`src/rtl/cpu_regfile_pkg.sv`:
```
// Shared sizing defaults, address-width helper and data/address types for the
// multi-port register file and its busy scoreboard.
package cpu_regfile_pkg;

    localparam int XLEN_DEFAULT  = 32;
    localparam int DEPTH_DEFAULT = 32;

    function automatic int addr_width(input int depth);
        return (depth > 1) ? $clog2(depth) : 1;
    endfunction

    localparam int AW_DEFAULT = addr_width(DEPTH_DEFAULT);

    typedef logic [AW_DEFAULT-1:0]   reg_addr_t;
    typedef logic [XLEN_DEFAULT-1:0] reg_data_t;

endpackage

```
`src/rtl/cpu_regfile_scoreboard.sv`:
```
// Per-register busy scoreboard: pending-writeback tracking with
// flush > issue > writeback-clear priority and per-read-port busy lookup.
import cpu_regfile_pkg::*;

module cpu_regfile_scoreboard #(
    parameter int DEPTH    = DEPTH_DEFAULT,
    parameter int NUM_RD   = 2,
    parameter int NUM_WR   = 1,
    parameter int ZERO_REG = 1,
    parameter int BYPASS   = 1,
    localparam int AW      = addr_width(DEPTH)
) (
    input  logic                 clk,
    input  logic                 rst_n,
    input  logic [NUM_RD*AW-1:0] raddr,
    input  logic [NUM_WR-1:0]    we,
    input  logic [NUM_WR*AW-1:0] waddr,
    input  logic                 issue_en,
    input  logic [AW-1:0]        issue_addr,
    input  logic                 flush,
    output logic [NUM_RD-1:0]    rbusy,
    output logic                 busy_any
);

    logic [DEPTH-1:0]  busy_r;
    logic [DEPTH-1:0]  busy_next_s;
    logic              busy_any_r;
    logic [NUM_RD-1:0] wr_hit_s;
    logic [NUM_RD-1:0] iss_hit_s;
    logic [NUM_RD-1:0] rbusy_s;

    // Next busy vector: writeback clears first so a same-cycle issue to the same register wins
    always_comb begin
        busy_next_s = busy_r;
        if (flush) begin
            busy_next_s = {DEPTH{1'b0}};
        end else begin
            for (int i = 0; i < NUM_WR; i++) begin
                busy_next_s[waddr[i*AW +: AW]] = we[i] ? 1'b0 : busy_next_s[waddr[i*AW +: AW]];
            end
            busy_next_s[issue_addr] = issue_en ? 1'b1 : busy_next_s[issue_addr];
        end
        busy_next_s[0] = (ZERO_REG != 0) ? 1'b0 : busy_next_s[0];
    end

    // Busy state and its OR-reduction, both held in flops
    always_ff @(posedge clk or negedge rst_n) begin
        if (!rst_n) begin
            busy_r     <= {DEPTH{1'b0}};
            busy_any_r <= 1'b0;
        end else begin
            busy_r     <= busy_next_s;
            busy_any_r <= |busy_next_s;
        end
    end

    // Per-port lookup; a landing writeback hides the stale busy bit unless re-issued now
    always_comb begin
        wr_hit_s  = {NUM_RD{1'b0}};
        iss_hit_s = {NUM_RD{1'b0}};
        rbusy_s   = {NUM_RD{1'b0}};
        for (int j = 0; j < NUM_RD; j++) begin
            for (int i = 0; i < NUM_WR; i++) begin
                wr_hit_s[j] = wr_hit_s[j] | (we[i] && (waddr[i*AW +: AW] == raddr[j*AW +: AW]));
            end
            iss_hit_s[j] = issue_en && (issue_addr == raddr[j*AW +: AW]);
            rbusy_s[j]   = busy_r[raddr[j*AW +: AW]]
                           & ~((BYPASS != 0) & wr_hit_s[j] & ~iss_hit_s[j]);
        end
    end

    assign rbusy    = rbusy_s;
    assign busy_any = busy_any_r;

endmodule

```
`src/rtl/cpu_regfile_mp.sv`:
```
// Parametrised multi-port register file: storage, write-port arbitration,
// optional write-to-read bypass and hard-wired zero register.
import cpu_regfile_pkg::*;

module cpu_regfile_mp #(
    parameter int XLEN     = XLEN_DEFAULT,
    parameter int DEPTH    = DEPTH_DEFAULT,
    parameter int NUM_RD   = 2,
    parameter int NUM_WR   = 1,
    parameter int ZERO_REG = 1,
    parameter int BYPASS   = 1,
    localparam int AW      = addr_width(DEPTH)
) (
    input  logic                   clk,
    input  logic                   rst_n,
    input  logic [NUM_RD*AW-1:0]   raddr,
    output logic [NUM_RD*XLEN-1:0] rdata,
    output logic [NUM_RD-1:0]      rbusy,
    input  logic [NUM_WR-1:0]      we,
    input  logic [NUM_WR*AW-1:0]   waddr,
    input  logic [NUM_WR*XLEN-1:0] wdata,
    input  logic                   issue_en,
    input  logic [AW-1:0]          issue_addr,
    input  logic                   flush,
    output logic                   busy_any
);

    logic [DEPTH-1:0][XLEN-1:0] mem_r;
    logic [NUM_RD*XLEN-1:0]     rdata_s;

    function automatic logic is_zero_reg(input logic [AW-1:0] a);
        return (ZERO_REG != 0) && (a == {AW{1'b0}});
    endfunction

    // Storage update in ascending port order so the highest same-address port lands last
    always_ff @(posedge clk or negedge rst_n) begin
        if (!rst_n) begin
            mem_r <= {(DEPTH*XLEN){1'b0}};
        end else begin
            for (int i = 0; i < NUM_WR; i++) begin
                if (we[i] && !is_zero_reg(waddr[i*AW +: AW])) begin
                    mem_r[waddr[i*AW +: AW]] <= wdata[i*XLEN +: XLEN];
                end
            end
        end
    end

    // Read muxes with forwarding from the highest matching write port
    always_comb begin
        rdata_s = {(NUM_RD*XLEN){1'b0}};
        for (int j = 0; j < NUM_RD; j++) begin
            rdata_s[j*XLEN +: XLEN] = mem_r[raddr[j*AW +: AW]];
            for (int i = 0; i < NUM_WR; i++) begin
                rdata_s[j*XLEN +: XLEN] =
                    ((BYPASS != 0) && we[i] && (waddr[i*AW +: AW] == raddr[j*AW +: AW]))
                    ? wdata[i*XLEN +: XLEN] : rdata_s[j*XLEN +: XLEN];
            end
            rdata_s[j*XLEN +: XLEN] = is_zero_reg(raddr[j*AW +: AW])
                                      ? {XLEN{1'b0}} : rdata_s[j*XLEN +: XLEN];
        end
    end

    assign rdata = rdata_s;

    cpu_regfile_scoreboard #(
        .DEPTH    (DEPTH),
        .NUM_RD   (NUM_RD),
        .NUM_WR   (NUM_WR),
        .ZERO_REG (ZERO_REG),
        .BYPASS   (BYPASS)
    ) u_scoreboard (
        .clk        (clk),
        .rst_n      (rst_n),
        .raddr      (raddr),
        .we         (we),
        .waddr      (waddr),
        .issue_en   (issue_en),
        .issue_addr (issue_addr),
        .flush      (flush),
        .rbusy      (rbusy),
        .busy_any   (busy_any)
    );

endmodule

```
`config.mk`:
```
export PLATFORM = sky130hd
export DESIGN_NAME = cpu_regfile_mp
export DESIGN_NICKNAME = d
export VERILOG_FILES = /design/src/rtl/cpu_regfile_pkg.sv /design/src/rtl/cpu_regfile_scoreboard.sv /design/src/rtl/cpu_regfile_mp.sv
export SDC_FILE = /design/constraint.sdc
export NUM_CORES = 2
export LEC_CHECK = 0
export ABC_AREA = 1
export BUFFER_PORTS_ARGS = -buffer_cell sky130_fd_sc_hd__buf_2
export CAP_MARGIN = 30
export CORE_AREA = 5 5 359 361
export CTS_CLUSTER_DIAMETER = 200
export CTS_CLUSTER_SIZE = 12
export DETAILED_ROUTE_END_ITERATION = 6
export DIE_AREA = 0 0 364 366
export PLACE_DENSITY_LB_ADDON = 0.08
export SYNTH_ARGS = -nofsm -noshare
export SYNTH_HDL_FRONTEND = slang
export SYNTH_HIERARCHICAL = 1
export SYNTH_SLANG_ARGS = --single-unit
```
`constraint.sdc`:
```
create_clock -name clk -period 4.2 [get_ports clk]
set_input_delay 0.84 -clock clk [delete_from_list [all_inputs] [get_ports clk]]
set_output_delay 0.84 -clock clk [all_outputs]
set_load 0.005 [all_outputs]
```
Word-level counts from Yosys, hierarchy flattened

Cells that the tools add are included.

Bits of input ports: 57
Flip-flop bits (word level): 1056

Mux-type cells: 28
Magnitude comparators: 6
Bitwise operators: 8
Equality and inequality tests: 4
Reductions and logical operators: 12

Operators by type and width:

| operator             | count |
|---|---|
| $bwmux W1024         | 1 |
| $bmux W32 S5         | 2 |
| $mux W32             | 8 |
| $demux W32 S5        | 1 |
| $bwmux W32           | 2 |
| $reduce_or A31 Y1    | 1 |
| $lt A5 B6 Y1 const B | 4 |
| $bmux W1 S5          | 4 |
| $eq A5 B5 Y1         | 4 |
| $logic_not A5 Y1     | 3 |
| $demux W1 S5         | 2 |
| $ge A5 B1 Y1 const B | 2 |
| $mux W1              | 8 |
| $logic_and A1 B1 Y1  | 7 |
| $and A1 B1 Y1        | 4 |
| $not A1 Y1           | 4 |
| $logic_not A1 Y1     | 1 |

Longest topological paths before layout

Depth in word-level cells: 11
Depth in mapped cells: 26
Mapped depth without buffers: 23

Cells and area by module

Netlist, hierarchy kept.

Modules (own cells, without submodules):

| module                 | times used | cells an instance | area an instance (sq um) | seq. area each (sq um) |
|---|---|---|---|---|
| cpu_regfile_mp         | 1          | 8455              | 58184.6                  | 25624.6 |
| cpu_regfile_scoreboard | 1          | 736               | 4010.1                   | 800.8 |

Least setup slack after synthesis

OpenSTA, ideal clock, no wires.

Path type: input to register
Start: input waddr[0]
End: register u_scoreboard.busy_any_r (netlist: u_scoreboard/busy_any)
Slack: 1220 ps
Stages on the path: 25
Setup time: 119 ps
Data required time: 4081 ps
Arrival time: 2861 ps
Cells stage by stage: inv_2 buf_6 nor2_1 nand2_1 nand3_1 nand2_1 nand2_1 nor2_1 nand2_1 nand2_2 buf_4 nand2_1 nand3_1 nand2_1 o21bai_1 nand2_1 nor2_4 buf_2 nand4_1 nand2_1 nand2_1 nor2_1 nand2_1 nor2_1 nand2_1

Word-level cells in the longest chain between the ends: 11
Elaborated cells between the ends (all ways): 15
Classes of those cells: order compare (2); mux (11); reduce/logical (2)

RTL lines:

| what                                                                      | RTL line                     | source |
|---|---|---|
| from (decl)                                                               | cpu_regfile_mp.sv:20         | `input logic [NUM_WR*AW-1:0] waddr,` |
| $lt A5 B6 Y1 (not written as such) / $ge A5 B1 Y1 (equally long branches) | cpu_regfile_scoreboard.sv:39 | `busy_next_s[waddr[i*AW +: AW]] = we[i] ? 1'b0 : busy_next_s[waddr[i*AW +: AW]];` |
| $logic_and A1 B1 Y1 (not written as such)                                 | cpu_regfile_scoreboard.sv:39 |  |
| $mux W1                                                                   | cpu_regfile_scoreboard.sv:39 |  |
| $demux W1 S5                                                              | -                            |  |
| $bwmux W32 (*)                                                            | cpu_regfile_scoreboard.sv:39 |  |
| $bmux W1 S5                                                               | cpu_regfile_scoreboard.sv:41 | `busy_next_s[issue_addr] = issue_en ? 1'b1 : busy_next_s[issue_addr];` |
| $mux W1 (not written as such)                                             | cpu_regfile_scoreboard.sv:41 |  |
| $mux W1                                                                   | cpu_regfile_scoreboard.sv:41 |  |
| $bwmux W32 (*)                                                            | cpu_regfile_scoreboard.sv:41 |  |
| $mux W32 (*)                                                              | cpu_regfile_scoreboard.sv:35 | `if (flush) begin` |
| $reduce_or A31 Y1 (*)                                                     | cpu_regfile_scoreboard.sv:53 | `busy_any_r <= \|busy_next_s;` |
| to (signal assigned)                                                      | cpu_regfile_scoreboard.sv:53 |  |
| to (decl)                                                                 | cpu_regfile_scoreboard.sv:27 | `logic busy_any_r;` |

Every way passes the cells marked *; elsewhere a longest branch is shown, timed or not. The select of a mux whose other input is x is not followed.
A chain may end at the register's enable or synchronous reset.

Worst setup path after layout

Start: input raddr[2]
End: output rdata[24]

Word-level cells in the longest chain between the ends: 4
Elaborated cells between the ends (all ways): 7
Classes of those cells: eq/ne (1); mux (4); reduce/logical (2)

RTL lines:

| what                                                                         | RTL line                                   | source |
|---|---|---|
| from (decl)                                                                  | cpu_regfile_mp.sv:16                       | `input logic [NUM_RD*AW-1:0] raddr,` |
| $bmux W32 S5 / $eq A5 B5 Y1 (equally long branches)                          | cpu_regfile_mp.sv:52, cpu_regfile_mp.sv:55 |  |
| $mux W32 (not written as such) / $logic_and A1 B1 Y1 (equally long branches) | cpu_regfile_mp.sv:52, cpu_regfile_mp.sv:55 |  |
| $mux W32                                                                     | cpu_regfile_mp.sv:56                       | `? wdata[i*XLEN +: XLEN] : rdata_s[j*XLEN +: XLEN];` |
| $mux W32 (*)                                                                 | cpu_regfile_mp.sv:59                       | `? {XLEN{1'b0}} : rdata_s[j*XLEN +: XLEN];` |
| to (decl)                                                                    | cpu_regfile_mp.sv:17                       | `output logic [NUM_RD*XLEN-1:0] rdata,` |

Marked as above.

==> run_results.csv <==
group,metric,value,unit
sta,finClkSkew,10.46,ps
floorplan,die_area,133200,µm²
power,peakVddDrop,0.3012,mV
synthesis,synth_area_leaders,"dfrtp_1 42%, nand2_1 17%, o21ai_0 11%, nand3_1 9.0%, inv_1 4.7%",
sta,setup_violations,0,
outcome,status,"finished, violations left",
clocking,clock_sinks,1056,
clocking,ctsHoldBuffers,0,
layout,nets,8939,
sta,maxSlewViolCount,0,
clocking,cts_tree,"built",
clocking,cts_inserted_buffers,97,
clocking,clock_path_buffers,3,
critical_path,cp_max_fo,71,
synthesis,async_reset_ff_share,100.0,%
place,io_buffers,123,
route,drc_errors,1,
clocking,cts_resized,0,
critical_path,start_kind,"input port",
power,p_per_area,411.1,nW/µm²
synthesis,yosys_warnings,6,
clocking,clk_pin_slew_worst_paths,60,ps
route,wl,245700,µm
route,drt_iter0_drc,7294,
global_routing,track_usage,36.04,%
critical_path,worstSetupPathType,"input port to primary output",
floorplan,io_pins,124,
sta,finalHoldViolCount,0,
sta,relSlewSlack,34.12,%
clocking,h-tree-depth,3,
layout,syn_to_final_growth,8.486,%
synthesis,synth_edf_count,0,
synthesis,syn_inst,9191,
synthesis,yosys.area.top_type,"dfrtp_1",
route,antenna_left,0,
layout,fillCellCount,12410,
worst_hold_path,hp-class,"input port to async pin",
route,vias,62620,
floorplan,die_w,364,µm
global_routing,grt_max_degree,150,
layout,drive_above_1_share,6.830,%
synthesis,synth_area_per_cell,6.767,µm²
sta,finalCritPeriodShare,95.01,%
synthesis,synth_common_cells,"2,872 x nand2_1, 1,402 x o21ai_0, 1,114 x nand3_1",
route,firstDrtPassIters,7,
outcome,violations,"design-rule violations",
synthesis,seq_area_frac_synth,42.49,%
sta,max_freq,250.6,MHz
synthesis,syn-cell-area,62190,µm²
synthesis,synthFlopType,"dfrtp_1",
clocking,cts_root_buffer,"clkbuf_16",
synthesis,synth_seq_cells,1056,
global_routing,grt_pass1_vias,58060,
power,p_leak,0.03302,µW
floorplan,core_area,125100,µm²
route,via_per_inst,5.940,
critical_path,end_kind,"primary output",
floorplan,start_util,49.72,%
global_routing,overflow,0,
floorplan,num_rows,130,
clocking,clk-insertion-delay-late,720,ps
synthesis,yosysTopAreaCellShare,42.49,%
sta,period_minus_slack,3990,ps
run,maxCapViolCount,0,
sta,setup_tns,0,ps
route,wl_per_cell,23.31,µm
place,place_hpwl,144200,µm
place,place_inst,10430,
floorplan,dieHeight,366,µm
critical_path,worstPathRequired,3360,ps
synthesis,ys_types,37,
synthesis,synth_nets,9248,
global_routing,grt_pass1_wl,369000,µm
clocking,post-cts-setup-buffers,0,
sta,worst_pin_slew,984.5,ps
layout,fin_cells,10540,
synthesis,yosysMostFrequentCell,"nand2_1",
place,routabilityCongestion,0.9208,
global_routing,grt_antenna_before_repair,13,
sta,rsz0062_at_grt,"false",
critical_path,critPathArrivalTime,3150,ps
[state kept, by name, summed over array words and instances (netlist names)]
| name | count |
|---|---|
| mem_r | 1024 |
| u_scoreboard/busy_r | 31 |
| u_scoreboard/busy_any | 1 |
[kinds of logic after synthesis]
| kind of cell | count (synthesis) | share of synthesized area [%] |
|---|---|---|
| AO/OA/AOI/OAI | 2034 | 17.35 |
| XOR/XNOR | 5 | 0.07041 |
| AND/OR/NAND/NOR | 4543 | 30.38 |
| flip-flops | 1056 | 42.49 |
| buffers and inverters | 1553 | 9.713 |
[stage by stage]
step                      setup WS (ps)  hold WS (ps)  instance area [µm²]  power, µW  utilization, %
after floorplan                    1220         429.0                62190      17430               -
after global placement            266.9         364.6                64810      19410           51.82
after detailed placement          234.7         365.6                64910      19600           51.90
after CTS                         315.0         167.4                67460      27770           53.93
after global routing              190.3         183.3                67460      29320           53.94
final                             209.6         175.6                67470      27740           53.94
[worst paths after layout]
| path | from | endpoint | slack [ps] | cells after the start |
|---|---|---|---|---|
| max in group asynchronous | rst_n | mem_r[402] | 2850 | 2 |
| setup reg to reg | u_scoreboard/busy_r[12] | u_scoreboard/busy_any | 980 | 24 |
| min in group clk | mem_r[19] | mem_r[19] | 380 | 0 |
| setup / recovery | raddr[2] | rdata[24] | 210 | 10 |
| hold reg to reg | mem_r[19] | mem_r[19] | 380 | 0 |
| hold / removal | rst_n | mem_r[873] | 180 | 1 |
[area by class of cell]
type,instances,area [µm²],area share [%]
Antenna cell,4,10.01,0.01484
Clock buffer,99,2477,3.672
Clock inverter,5,72.57,0.1076
Inverter,789,2997,4.441
Multi-Input combinational cell,6582,29950,44.39
Sequential cell,1056,26430,39.16
Tap cell,1650,2064,3.060
Timing Repair Buffer,356,3475,5.150
[metal layers]
layer,vias up,wire [µm],track usage [%]
li1,29100,-,-
met1,29540,99700,49.85
met2,3312,108800,55.73
met3,661,25210,6.612
met4,6,11960,15.24
met5,-,46,0
[critical path: stages]
cell and delay, ps:
buf_6 110, buf_12 450, o22ai_1 140, nor2_1 200
nand3_4 430, buf_4 390, nand3_1 110, nand2_1 60
inv_1 200, buf_2 160
[power by group]
| group | internal [µW] | switching [µW] | total (µW) |
|---|---|---|---|
| registers | 12000 | 1220 | 13300 |
| clock network | 4150 | 4050 | 8200 |
| logic | 2240 | 4040 | 6270 |
| total | 18400 | 9310 | 27700 |
[placed cells by master (no fill, tap or decap), drive strengths merged, types with 8 or more instances in the layout]
cell,netlist,routed
buf,221,356
nand4,28,28
nand3,1116,1116
o22ai,11,11
o21ai,1446,1446
clkbuf,543,99
a21oi,342,342
inv,784,789
nand2,2881,2881
dfrtp,1056,1056
a221oi,8,8
or2,79,79
nor2,418,418
nor3,20,20
o211ai,205,205
Power figures use the tool's default switching activity.
